File: src/rtl/vxe_cu_dispatch_sched_pkg.sv
// Shared CU control package: dispatch scheduler state encoding and the
// default command opcode / payload widths used by the CU control blocks.
package vxe_cu_dispatch_sched_pkg;

  // Default command field widths.
  localparam int CU_OPW = 5;
  localparam int CU_DW  = 56;

  // Dispatch scheduler states.
  localparam logic [1:0] ST_IDLE   = 2'd0;  // no command held
  localparam logic [1:0] ST_ISSUE  = 2'd1;  // command held, pending mask non-zero
  localparam logic [1:0] ST_HALTED = 2'd2;  // halted by the CU execute unit

endpackage

File: src/rtl/vxe_cu_dispatch_hold.sv
// Command holding register plus per-VPU pending mask.
// Ports:
//   clk, nrst   : clock, asynchronous active-low reset
//   i_load      : latch i_op/i_data and load the pending mask from i_dst
//   i_op/i_data : command fields to latch
//   i_dst       : target mask loaded into the pending mask
//   i_accept    : per-VPU accept (valid & ready); clears pending bits
//   o_op/o_data : held command, stable until the next load
//   o_pend      : pending mask (VPUs that still owe an accept)
//   o_drain     : all pending bits are clear after this edge
module vxe_cu_dispatch_hold
  import vxe_cu_dispatch_sched_pkg::*;
#(
  parameter int VPUS_NR = 2,
  parameter int OPW     = CU_OPW,
  parameter int DW      = CU_DW
) (
  input  logic               clk,
  input  logic               nrst,
  input  logic               i_load,
  input  logic [OPW-1:0]     i_op,
  input  logic [DW-1:0]      i_data,
  input  logic [VPUS_NR-1:0] i_dst,
  input  logic [VPUS_NR-1:0] i_accept,
  output logic [OPW-1:0]     o_op,
  output logic [DW-1:0]      o_data,
  output logic [VPUS_NR-1:0] o_pend,
  output logic               o_drain
);

  logic [OPW-1:0]     r_op;
  logic [DW-1:0]      r_data;
  logic [VPUS_NR-1:0] r_pend;

  // Holding register and pending mask; a load replaces the whole command,
  // otherwise accepted VPUs drop out of the pending mask.
  always_ff @(posedge clk or negedge nrst) begin
    if (!nrst) begin
      r_op   <= {OPW{1'b0}};
      r_data <= {DW{1'b0}};
      r_pend <= {VPUS_NR{1'b0}};
    end else if (i_load) begin
      r_op   <= i_op;
      r_data <= i_data;
      r_pend <= i_dst;
    end else begin
      r_pend <= r_pend & ~i_accept;
    end
  end

  assign o_op    = r_op;
  assign o_data  = r_data;
  assign o_pend  = r_pend;
  assign o_drain = ((r_pend & ~i_accept) == {VPUS_NR{1'b0}});

endmodule

File: src/rtl/vxe_cu_dispatch_sched.sv
// CU dispatch scheduler: takes one decoded command at a time and broadcasts
// it to the VPUs named in its target mask; each VPU accepts independently.
// Supports halt/unhalt from the CU execute unit (held command drains first).
// Ports:
//   clk, nrst                       : clock, asynchronous active-low reset
//   i_halt / i_unhalt               : halt / resume requests
//   i_cmd_valid / o_cmd_rdy         : command handshake
//   i_cmd_op, i_cmd_data, i_cmd_dst : command opcode, payload, target mask
//   o_vpu_valid / i_vpu_rdy         : per-VPU handshake
//   o_vpu_op, o_vpu_data            : shared command bus to all VPUs
//   o_pipes_active                  : a command is held
//   o_halted                        : scheduler is halted
//   o_err                           : one-cycle pulse after a zero-mask command
module vxe_cu_dispatch_sched
  import vxe_cu_dispatch_sched_pkg::*;
#(
  parameter int VPUS_NR = 2,
  parameter int OPW     = CU_OPW,
  parameter int DW      = CU_DW
) (
  input  logic               clk,
  input  logic               nrst,
  input  logic               i_halt,
  input  logic               i_unhalt,
  input  logic               i_cmd_valid,
  output logic               o_cmd_rdy,
  input  logic [OPW-1:0]     i_cmd_op,
  input  logic [DW-1:0]      i_cmd_data,
  input  logic [VPUS_NR-1:0] i_cmd_dst,
  output logic [VPUS_NR-1:0] o_vpu_valid,
  input  logic [VPUS_NR-1:0] i_vpu_rdy,
  output logic [OPW-1:0]     o_vpu_op,
  output logic [DW-1:0]      o_vpu_data,
  output logic               o_pipes_active,
  output logic               o_halted,
  output logic               o_err
);

  logic [1:0]         r_state;
  logic [1:0]         w_state_nxt;
  logic               r_halt_pend;
  logic               w_halt_pend_nxt;
  logic               r_rst_done;
  logic               r_err;
  logic [VPUS_NR-1:0] w_pend;
  logic [VPUS_NR-1:0] w_accept;
  logic               w_drain;
  logic               w_rdy;
  logic               w_xfer;
  logic               w_zero;
  logic               w_load;
  logic               w_halt_eff;

  assign o_vpu_valid = (r_state == ST_ISSUE) ? w_pend : {VPUS_NR{1'b0}};
  assign w_accept    = o_vpu_valid & i_vpu_rdy;
  assign w_xfer      = i_cmd_valid & w_rdy;
  assign w_zero      = (i_cmd_dst == {VPUS_NR{1'b0}});
  assign w_load      = w_xfer & ~w_zero;
  // Halt wins over a simultaneous unhalt.
  assign w_halt_eff  = i_halt | (~i_unhalt & r_halt_pend);

  vxe_cu_dispatch_hold #(
    .VPUS_NR(VPUS_NR),
    .OPW    (OPW),
    .DW     (DW)
  ) u_hold (
    .clk     (clk),
    .nrst    (nrst),
    .i_load  (w_load),
    .i_op    (i_cmd_op),
    .i_data  (i_cmd_data),
    .i_dst   (i_cmd_dst),
    .i_accept(w_accept),
    .o_op    (o_vpu_op),
    .o_data  (o_vpu_data),
    .o_pend  (w_pend),
    .o_drain (w_drain)
  );

  // Command-ready: i_halt blocks the same cycle; in ISSUE only when the held
  // command retires this edge, which gives back-to-back issue.
  always_comb begin
    w_rdy = 1'b0;
    if (r_rst_done && !r_halt_pend && !i_halt) begin
      case (r_state)
        ST_IDLE:  w_rdy = 1'b1;
        ST_ISSUE: w_rdy = w_drain;
        default:  w_rdy = 1'b0;
      endcase
    end else begin
      w_rdy = 1'b0;
    end
  end

  // Next-state and halt-pending flag; entering HALTED consumes the flag.
  always_comb begin
    w_state_nxt     = r_state;
    w_halt_pend_nxt = w_halt_eff;
    case (r_state)
      ST_IDLE: begin
        if (w_load) begin
          w_state_nxt = ST_ISSUE;
        end else if (w_halt_eff) begin
          w_state_nxt     = ST_HALTED;
          w_halt_pend_nxt = 1'b0;
        end else begin
          w_state_nxt = ST_IDLE;
        end
      end
      ST_ISSUE: begin
        if (!w_drain) begin
          w_state_nxt = ST_ISSUE;
        end else if (w_load) begin
          w_state_nxt = ST_ISSUE;
        end else if (w_halt_eff) begin
          w_state_nxt     = ST_HALTED;
          w_halt_pend_nxt = 1'b0;
        end else begin
          w_state_nxt = ST_IDLE;
        end
      end
      ST_HALTED: begin
        w_halt_pend_nxt = 1'b0;
        if (i_unhalt && !i_halt) begin
          w_state_nxt = ST_IDLE;
        end else begin
          w_state_nxt = ST_HALTED;
        end
      end
      default: begin
        w_state_nxt     = ST_IDLE;
        w_halt_pend_nxt = 1'b0;
      end
    endcase
  end

  // Control registers; r_rst_done keeps o_cmd_rdy low until the first edge
  // after reset release.
  always_ff @(posedge clk or negedge nrst) begin
    if (!nrst) begin
      r_state     <= ST_IDLE;
      r_halt_pend <= 1'b0;
      r_rst_done  <= 1'b0;
      r_err       <= 1'b0;
    end else begin
      r_state     <= w_state_nxt;
      r_halt_pend <= w_halt_pend_nxt;
      r_rst_done  <= 1'b1;
      r_err       <= w_xfer & w_zero;
    end
  end

  assign o_cmd_rdy      = w_rdy;
  assign o_pipes_active = (r_state == ST_ISSUE);
  assign o_halted       = (r_state == ST_HALTED);
  assign o_err          = r_err;

endmodule

File: config.mk
export PLATFORM = sky130hd
export DESIGN_NAME = vxe_cu_dispatch_sched
export DESIGN_NICKNAME = d
export VERILOG_FILES = /design/src/rtl/vxe_cu_dispatch_sched_pkg.sv /design/src/rtl/vxe_cu_dispatch_hold.sv /design/src/rtl/vxe_cu_dispatch_sched.sv
export SDC_FILE = /design/constraint.sdc
export NUM_CORES = 1
export LEC_CHECK = 0
export ABC_AREA = 1
export CORE_MARGIN = 2
export CORE_UTILIZATION = 30
export DETAILED_ROUTE_END_ITERATION = 8
export SLEW_MARGIN = 20
export SYNTH_ARGS = -nofsm -noshare
export SYNTH_HDL_FRONTEND = slang
export SYNTH_SLANG_ARGS = --single-unit
File: constraint.sdc
create_clock -name clk -period 1.25 [get_ports clk]
set_input_delay 0.1875 -clock clk [delete_from_list [all_inputs] [get_ports clk]]
set_output_delay 0.1875 -clock clk [all_outputs]
set_load 0.01 [all_outputs]
==> results.toml, run 1 <==
[power]
power_w = 0.00991
internal_power_w = 0.00639
p_leak_nw = 2.54
power_frac_comb_pct = 44.9
p_sw_share_pct = 35.5
p_clk_share_pct = 16.0
p_sw_w = 0.00352
ir_drop_mv = 0.993
p_seq_share_pct = 39.0
p_per_area_nw_per_um2 = 2000

[global_route]
grt_max_degree = 69
grt_pass1_wl_um = 14500
grt-ovfl-total = 0
antenna_found_initial = 0
first_global_vias = 2922
grt.total_usage_pct = 17.7

[clocking]
clk_pin_slew_ns = 0.07
numCtsBuffers = 9
cts-root-buf = "clkbuf_8"
clockBufferDepth = 2
cts_tree = "done"
h-tree-depth = 3
insertion_delay_ns = 0.33
cts_num_sinks = 68

[finish]
antenna_cells = 0
area_growth_pct = 71.8
finalNetCount = 552
drive_gt1_share_pct = 20.8

[critical_path]
start_kind = "register"
max_stage_delay_ns = 0.40
r2r_setup_slack_ns = -0.31
crit_required_ns = 1.47
cp.arrival_ns = 1.78
end_kind = "register"
path_class = "register to register"
cp_slowest_cell = "dfrtp_1"
path_cells = "inv_2 > nand3_2 > nand2_2 > nand2_4 > buf_6 > nand2_4 > nand4_4 > buf_12 > clkbuf_16 > nand2_1 > nand2_1"
cp_max_fo = 9
r2r.worst_path.cells = 11

[synthesis]
syn-num-nets = 390
yosysTopAreaCellShare_pct = 58.9
synthCells = 320
synth_seq_cells = 68
syn_avg_cell_area_um2 = 9.02
synthTopCellsByArea = "dfrtp_1 (59%), nand2_1 (17%), nand4_1 (13%), buf_6 (2.3%), clkbuf_1 (1.6%)"
synth_area_um2 = 2890
yosys_warnings = 0
ys_seq_area_share_pct = 58.9
synthDistinctLibCells = 17
synth.largest_area_cell = "dfrtp_1"

[timing]
hold_viol_final = 0
finalCritPeriodShare_pct = 125
skew_ns = 0.00876
setup_slack_ns = -0.312
finalSetupViolCount = 70
fmax_ghz = 0.640
rsz0062_at_grt = "yes"
tns_ns = -18.93
maxSlewViolCount = 0
min_period_ns = 1.56

[die]
die_h_um = 102
pin_count = 137
die_w_um = 102
fp.dieArea_um2 = 10400
rows = 35
core-area_um2 = 9280
start_util_pct = 31.1

[placed_design]
pre_cts_slack_ns = -0.564
gp_congestion = 0.737
io_buffers = 136
dp_hpwl_um = 5560

[route]
vias_per_cell = 4.67
first_iter_violations = 125
wl_per_cell_um = 15.2
totalWireLength_um = 9350
ant_nets = 0
drc = 0
drt_pass1_iterations = 4
via_count = 2874

[min_path]
hp-class = "input pin to register"
whs_path_depth = 4

[run_status]
status = "finished, violations left"
violations = "negative setup slack"

[job]
maxCapViolCount = 0
-- through the flow --
step	area, um^2	util [%]	std cells	hold slack, ns
final	4960	53.4	615	0.368
after CTS	4810	51.8	607	0.266
after detailed placement	4450	48.0	576	0.245
after floorplan	2920	-	320	-0.108
after global placement	4450	48.0	576	0.243
after global routing	4960	53.4	615	0.358
-- area by class of cell --
cell class	instances	area, um^2
fill	904	4320
timing repair buffer	178	1770
sequential	68	1700
multi-input combinational	213	1110
tap	129	161
clock buffer	13	159
inverter	12	45.0
clock inverter	2	10.0
-- critical path, delay by kind of cell (launching register included) --
kind,cells,cell delay (ns)
buffers and inverters,4,0.56
flip-flops,1,0.40
AND/OR/NAND/NOR,7,0.49
-- placed cells by master (no fill, tap or decap) --
cell             count
conb_1               1
nand2_1            102
inv_1               10
nand4_4              1
buf_2                5
inv_2                2
buf_16               2
or2_2                1
o21ai_0              2
clkbuf_8            11
a21oi_4              1
dlygate4sd3_1        1
nand2_2             29
nand3_1              3
nand3_2              2
clkbuf_1             2
nor2_4               1
buf_12               6
nand4_1             62
nor2_1               4
buf_4               24
buf_6                8
dfrtp_1             67
dfrtp_2              1
nand2_4              2
o311ai_1             1
clkdlybuf4s50_1     67
dlygate4sd2_1       58
clkinv_2             2
nor3_1               1
clkdlybuf4s15_1      4
clkbuf_16            3
-- path summary, 6_finish.rpt --
| check | start | to |
|---|---|---|
| worst max register to register | r_state[1]$_DFF_PN0_ | u_hold.o_data[1]$_DFFE_PN0P_ |
| worst min-delay path | i_cmd_valid | o_err$_DFF_PN0_ |
| min in group asynchronous | nrst | r_state[1]$_DFF_PN0_ |
| max in group asynchronous | nrst | u_hold.o_data[54]$_DFFE_PN0P_ |
| worst min register to register | u_hold.o_data[37]$_DFFE_PN0P_ | u_hold.o_data[37]$_DFFE_PN0P_ |
| worst max-delay path | r_state[1]$_DFF_PN0_ | u_hold.o_data[1]$_DFFE_PN0P_ |
-- layer usage --
metal | GRT usage [%] | wire (um) | vias up
met4 | 3.08 | 55 | 0
met2 | 29.9 | 4530 | 85
li1 | - | - | 1395
met3 | 6.16 | 645 | 7
met1 | 22.3 | 4130 | 1387
met5 | 0 | 0 | -
-- sequential cells by signal, summed over array words and instances (netlist names) --
signal,count
u_hold.o_data,56
o_err,1
r_rst_done,1
u_hold.o_op,5
r_state,2
r_halt_pend,1
u_hold.o_pend,2
-- Yosys cell counts (all sizes together) --
cell type and n:
dfrtp 68, nor2 5, o21ai 2, nand2 133, buf 15, o311ai 1, inv 12, nand3 5
conb 1, or2 1, nand4 63, nor3 1, clkbuf 12, a21oi 1
-- power groups by stage --
stage / combinational, W / clock [W] / sequential [W]
final: 0.00446 / 0.00159 / 0.00387
after global routing: 0.00491 / 0.00177 / 0.00400
after CTS: 0.00423 / 0.00166 / 0.00383
after detailed placement: 0.00457 / 0 / 0.00385
after global placement: 0.00453 / 0 / 0.00385
after floorplan: 0.00126 / 0 / 0.00433
-- cells by family (layout without fill, tap and decap cells) --
logic type | count (synthesis) | count (layout) | synth area share [%]
other cells | 1 | 1 | 0.130
simple gates | 208 | 208 | 33.1
buf+inv | 39 | 205 | 6.93
flops | 68 | 68 | 58.9
compound gates | 4 | 4 | 0.953
-- what timing repair did --
item	4_1_cts	5_1_grt
resized for setup	113	27
cloned	3	4
pin swaps	8	5
hold buffers	1	0
endpoints found under the hold margin	68	0
endpoints found under the setup margin	133	79
buffers inserted	12	6
Note: power is estimated with default switching activity, not from simulation.
==> inputs of run 2 (changes only) <==
Settings changed: RECOVER_POWER from default to 25.
==> run 2 against run 1 <==
The run still ends with negative setup slack left. Worst setup slack is the same. Register-to-register slack is essentially flat. Clock-buffer cell count is the same. Hold slack is the same. Sequential power is essentially flat. Combinational power is essentially flat. Design area shrank 0.18%. Sequential share of layout area grew 0.061 points. Non-clock buffer count is the same. Flip-flop and latch count is the same. Utilization shrank 0.094 points. Via count is the same.
==> results.toml, run 2 (synthesized netlist as in run 1, its figures left out) <==
[clocking]
cts-root-buf = "clkbuf_8"
numCtsBuffers = 9
cts_num_sinks = 68
cts_tree = "done"
h-tree-depth = 3
insertion_delay_ns = 0.33
clockBufferDepth = 2
clk_pin_slew_ns = 0.07

[die]
pin_count = 137
rows = 35
start_util_pct = 31.1
core-area_um2 = 9280
die_w_um = 102
die_h_um = 102
fp.dieArea_um2 = 10400

[min_path]
whs_path_depth = 4
min_from = "i_cmd_valid"
hp-class = "input pin to register"
min_to = "o_err$_DFF_PN0_"

[finish]
drive_gt1_share_pct = 20.8
antenna_cells = 0
largest_reg_flops = 56
final_common_cell = "nand2_1"
fill_cells = 904
final_cell_mix = "nand2_1 (102), clkdlybuf4s50_1 (67), dfrtp_1 (67)"
finalNetCount = 552
area_growth_pct = 71.4

[global_route]
grt.total_usage_pct = 17.7
grt_pass1_wl_um = 14500
grt-ovfl-total = 0
first_global_vias = 2922
antenna_found_initial = 0
grt_max_degree = 69

[critical_path]
end_kind = "register"
crit_required_ns = 1.47
r2r_setup_slack_ns = -0.31
start_kind = "register"
cp_max_fo = 9
reg2reg_from = "r_state[1]$_DFF_PN0_"
r2r.worst_path.cells = 11
cp.arrival_ns = 1.78
rr_endpoint = "u_hold.o_data[1]$_DFFE_PN0P_"
path_class = "register to register"

[power]
p_leak_nw = 2.53
p_seq_share_pct = 39.0
p_per_area_nw_per_um2 = 2000
power_w = 0.00991
power_frac_comb_pct = 44.9
ir_drop_mv = 0.993
p_clk_share_pct = 16.0
internal_power_w = 0.00639
p_sw_w = 0.00352
p_sw_share_pct = 35.5

[route]
wl_per_cell_um = 15.2
first_iter_violations = 125
drc = 0
drt_pass1_iterations = 4
vias_per_cell = 4.67
totalWireLength_um = 9350
ant_nets = 0
via_count = 2874

[timing]
hold_viol_final = 0
finalSetupViolCount = 70
skew_ns = 0.00876
fmax_ghz = 0.640
rsz0062_at_grt = "yes"
setup_slack_ns = -0.312
finalCritPeriodShare_pct = 125
maxSlewViolCount = 0
worst_pin_slew_ns = 0.625
min_period_ns = 1.56
slew-limit-headroom_pct = 58.3
fin_hold_ws_ns = 0.368

[placed_design]
io_buffers = 136
dp_hpwl_um = 5560
pre_cts_slack_ns = -0.564
gp_congestion = 0.737

[run_status]
violations = "negative setup slack"
status = "finished, violations left"

[job]
maxCapViolCount = 0
-- run 2: critical path, cell delays in order (launching register included) --
cell	delay (ns)
dfrtp_1	0.40
inv_2	0.10
nand3_2	0.08
nand2_2	0.10
nand2_4	0.07
buf_6	0.12
nand2_4	0.05
nand4_4	0.08
buf_12	0.17
clkbuf_16	0.17
nand2_1	0.06
nand2_1	0.05
-- run 2: worst max-delay path by stage --
stage / start / to
6_report: r_state[1]$_DFF_PN0_ / u_hold.o_data[1]$_DFFE_PN0P_
5_1_grt: r_state[1]$_DFF_PN0_ / o_cmd_rdy
4_1_cts: r_state[1]$_DFF_PN0_ / u_hold.o_data[49]$_DFFE_PN0P_
3_5_place_dp: i_vpu_rdy[1] / o_cmd_rdy
3_3_place_gp: i_vpu_rdy[1] / o_cmd_rdy
2_1_floorplan: r_state[0]$_DFF_PN0_ / u_hold.o_data[0]$_DFFE_PN0P_
-- run 2: layout make-up --
cell class,count,area [um^2],share of cell area [%]
clock inverters,2,10.0,0.202
clock buffers,13,159,3.21
repair buffers,178,1770,35.7
inverters,12,45.0,0.910
well taps,129,161,3.26
multi-input cells,213,1110,22.4
flip-flops and latches,68,1700,34.4
-- run 2: through the flow --
step                setup TNS, ns  utilization [%]  instance area [um^2]  std cells
floorplan                   -2.59                -                  2920        320
global route               -23.60             53.3                  4950        615
CTS                        -17.31             51.8                  4810        607
detailed placement         -30.30             48.0                  4450        576
finish                     -18.93             53.3                  4950        615
global placement           -28.08             48.0                  4450        576
-- run 2: repair_timing --
action	4_1_cts	5_1_grt
gates cloned	3	4
hold buffers	1	0
pin swaps	8	5
setup endpoints to repair	133	79
gates resized for setup	113	27
buffers inserted	12	6
endpoints found under the hold margin	68	0
-- run 2: metal layers --
layer  vias up  part of all wire [%]  global-route usage, %
met5         -                     0                      0
met4         0                  0.59                   3.08
met3         7                   6.9                   6.16
met2        85                    48                   29.9
met1      1387                    44                   22.3
li1       1395                     -                      -
-- run 2: power groups by stage --
stage / registers (W) / clock network (W) / logic, W
after detailed placement: 0.00385 / 0 / 0.00457
after global placement: 0.00385 / 0 / 0.00453
after global routing: 0.00400 / 0.00177 / 0.00491
after CTS: 0.00383 / 0.00166 / 0.00423
final: 0.00387 / 0.00159 / 0.00445
after floorplan: 0.00433 / 0 / 0.00126
==> inputs of run 3 (changes only) <==
Settings changed: CORE_UTILIZATION 30 to 37, PLACE_DENSITY from default to 0.77.
==> run 3 against run 2 <==
Clock power increased by 16%. Clock skew increased by 0.0023 ns. Critical endpoint is now u_hold.o_data[21]$_DFFE_PN0P_. Sequential power about the same. First-iteration DRC count increased by 3.2%. Critical path depth decreased by 3. Via count increased by 1.6%. The run still ends with negative setup slack left. Maximum frequency decreased by 2.4%. Largest cell class unchanged. Clock-buffer cell count decreased by 2. Wire length decreased by 0.29%.
==> results.toml, run 3 (synthesized netlist as in run 1, its figures left out) <==
[power]
ir_drop_mv = 0.955
p_leak_nw = 2.51
p_per_area_nw_per_um2 = 2080

[clocking]
cts_num_sinks = 68
numCtsBuffers = 9
cts-root-buf = "clkbuf_8"
clk_pin_slew_ns = 0.08
insertion_delay_ns = 0.34
h-tree-depth = 3
clockBufferDepth = 2
cts_tree = "done"

[critical_path]
r2r_setup_slack_ns = -0.35
start_kind = "register"
crit_path_frequent_cell = "nand4_1"
cp_max_fo = 5
cp.arrival_ns = 1.87
crit_required_ns = 1.52
path_cells = "inv_2 > nand4_1 > a21oi_4 > buf_6 > buf_8 > clkbuf_16 > nand4_1 > nand2_1"
max_stage_delay_ns = 0.40
end_kind = "register"
path_class = "register to register"
cp_slowest_cell = "dfrtp_1"

[die]
die_h_um = 92.3
core-area_um2 = 7650
start_util_pct = 37.8
die_w_um = 92.3
pin_count = 137
fp.dieArea_um2 = 8530
rows = 32

[placed_design]
gp_congestion = 0.781
dp.cells = 548
dp_hpwl_um = 5460
dpl-instance-area_um2 = 4410
io_buffers = 136

[finish]
fin_area_um2 = 4900
finalNetCount = 546
instances_no_fill = 583
antenna_cells = 0
drive_gt1_share_pct = 19.3
final_common_cell = "nand2_1"
area_growth_pct = 69.8
final_cell_mix = "nand2_1 (112), dfrtp_1 (68), clkdlybuf4s50_1 (67)"
largest_reg_flops = 56

[route]
drc = 0
vias_per_cell = 5.01
wl_per_cell_um = 16.0
via_count = 2919
totalWireLength_um = 9330
first_iter_violations = 129
drt_pass1_iterations = 4
ant_nets = 0

[timing]
setup_slack_ns = -0.349
fmax_ghz = 0.625
hold_viol_final = 0
slew-limit-headroom_pct = 60.1
skew_ns = 0.0110
finalSetupViolCount = 70
finalCritPeriodShare_pct = 128
rsz0062_at_grt = "yes"
worst_pin_slew_ns = 0.599
fin_hold_ws_ns = 0.339
min_period_ns = 1.60
tns_ns = -20.61
maxSlewViolCount = 0

[global_route]
first_global_vias = 2861
antenna_found_initial = 0
grt-ovfl-total = 0
grt_pass1_wl_um = 13800
grt_max_degree = 69
grt.total_usage_pct = 20.4

[run_status]
violations = "negative setup slack"
status = "finished, violations left"

[job]
maxCapViolCount = 0

[min_path]
hp-class = "input pin to register"
-- run 3: cell types whose count changed in the layout (fill, tap and decap cells not counted), sizes merged --
cell and delta:
inv +1, dlygate4sd2 -2, bufinv +1, clkinv -1, clkdlybuf4s15 +2, buf -8, clkinvlp +2
-- run 3: timing repair --
item,4_1_cts,5_1_grt
cloned,1,6
pin swaps,4,10
hold endpoints to repair,68,0
setup buffers,10,2
hold buffers,1,0
endpoints found under the setup margin,132,77
resized for setup,102,38
-- run 3: final timing paths --
path                                                    from                       endpoint  cells past startpoint
worst max-delay path                    r_state[1]$_DFF_PN0_  u_hold.o_data[21]$_DFFE_PN0P_                      8
worst min-delay path                             i_cmd_valid                o_err$_DFF_PN0_                      4
worst max register to register          r_state[1]$_DFF_PN0_  u_hold.o_data[21]$_DFFE_PN0P_                      8
worst min register to register  u_hold.o_data[4]$_DFFE_PN0P_   u_hold.o_data[4]$_DFFE_PN0P_                      2
max in group asynchronous                               nrst   u_hold.o_data[0]$_DFFE_PN0P_                      3
min in group asynchronous                               nrst  u_hold.o_data[25]$_DFFE_PN0P_                      3
-- run 3: routing by layer --
metal	share of wire, %	vias to the layer above	track usage [%]
li1	-	1383	-
met2	50	120	33.3
met1	43	1401	26.8
met5	0	-	0
met3	5.9	15	4.07
met4	1.6	0	7.96
-- run 3: area by class of cell --
| type | instances | area (um^2) |
|---|---|---|
| clock inverter | 5 | 58.8 |
| inverter | 12 | 45.0 |
| multi-input combinational | 213 | 1100 |
| clock buffer | 11 | 151 |
| sequential | 68 | 1700 |
| fill | 632 | 2740 |
| tap | 102 | 128 |
| timing repair buffer | 172 | 1720 |
-- run 3: where the power goes --
group	total, W	internal (W)	switching [W]
combinational	0.00443	0.00224	0.00219
clock	0.00185	0.00103	0.000821
sequential	0.00390	0.00327	0.000631
-- run 3: worst max-delay path: cells and delay by family (launching register included) --
kind | cells | cell delay (ns)
AOI/OAI and AO/OA | 1 | 0.22
buffers and inverters | 4 | 0.56
DFF | 1 | 0.40
and+or+nand+nor | 3 | 0.36
-- run 3: stage by stage --
stage	setup slack, ns	total power [W]	util [%]
finish	-0.349	0.0102	64.1
global route	-0.421	0.0109	64.1
CTS	-0.321	0.00982	61.3
detailed placement	-0.576	0.00841	57.7
global placement	-0.558	0.00829	57.7
floorplan	-0.0443	0.00559	-
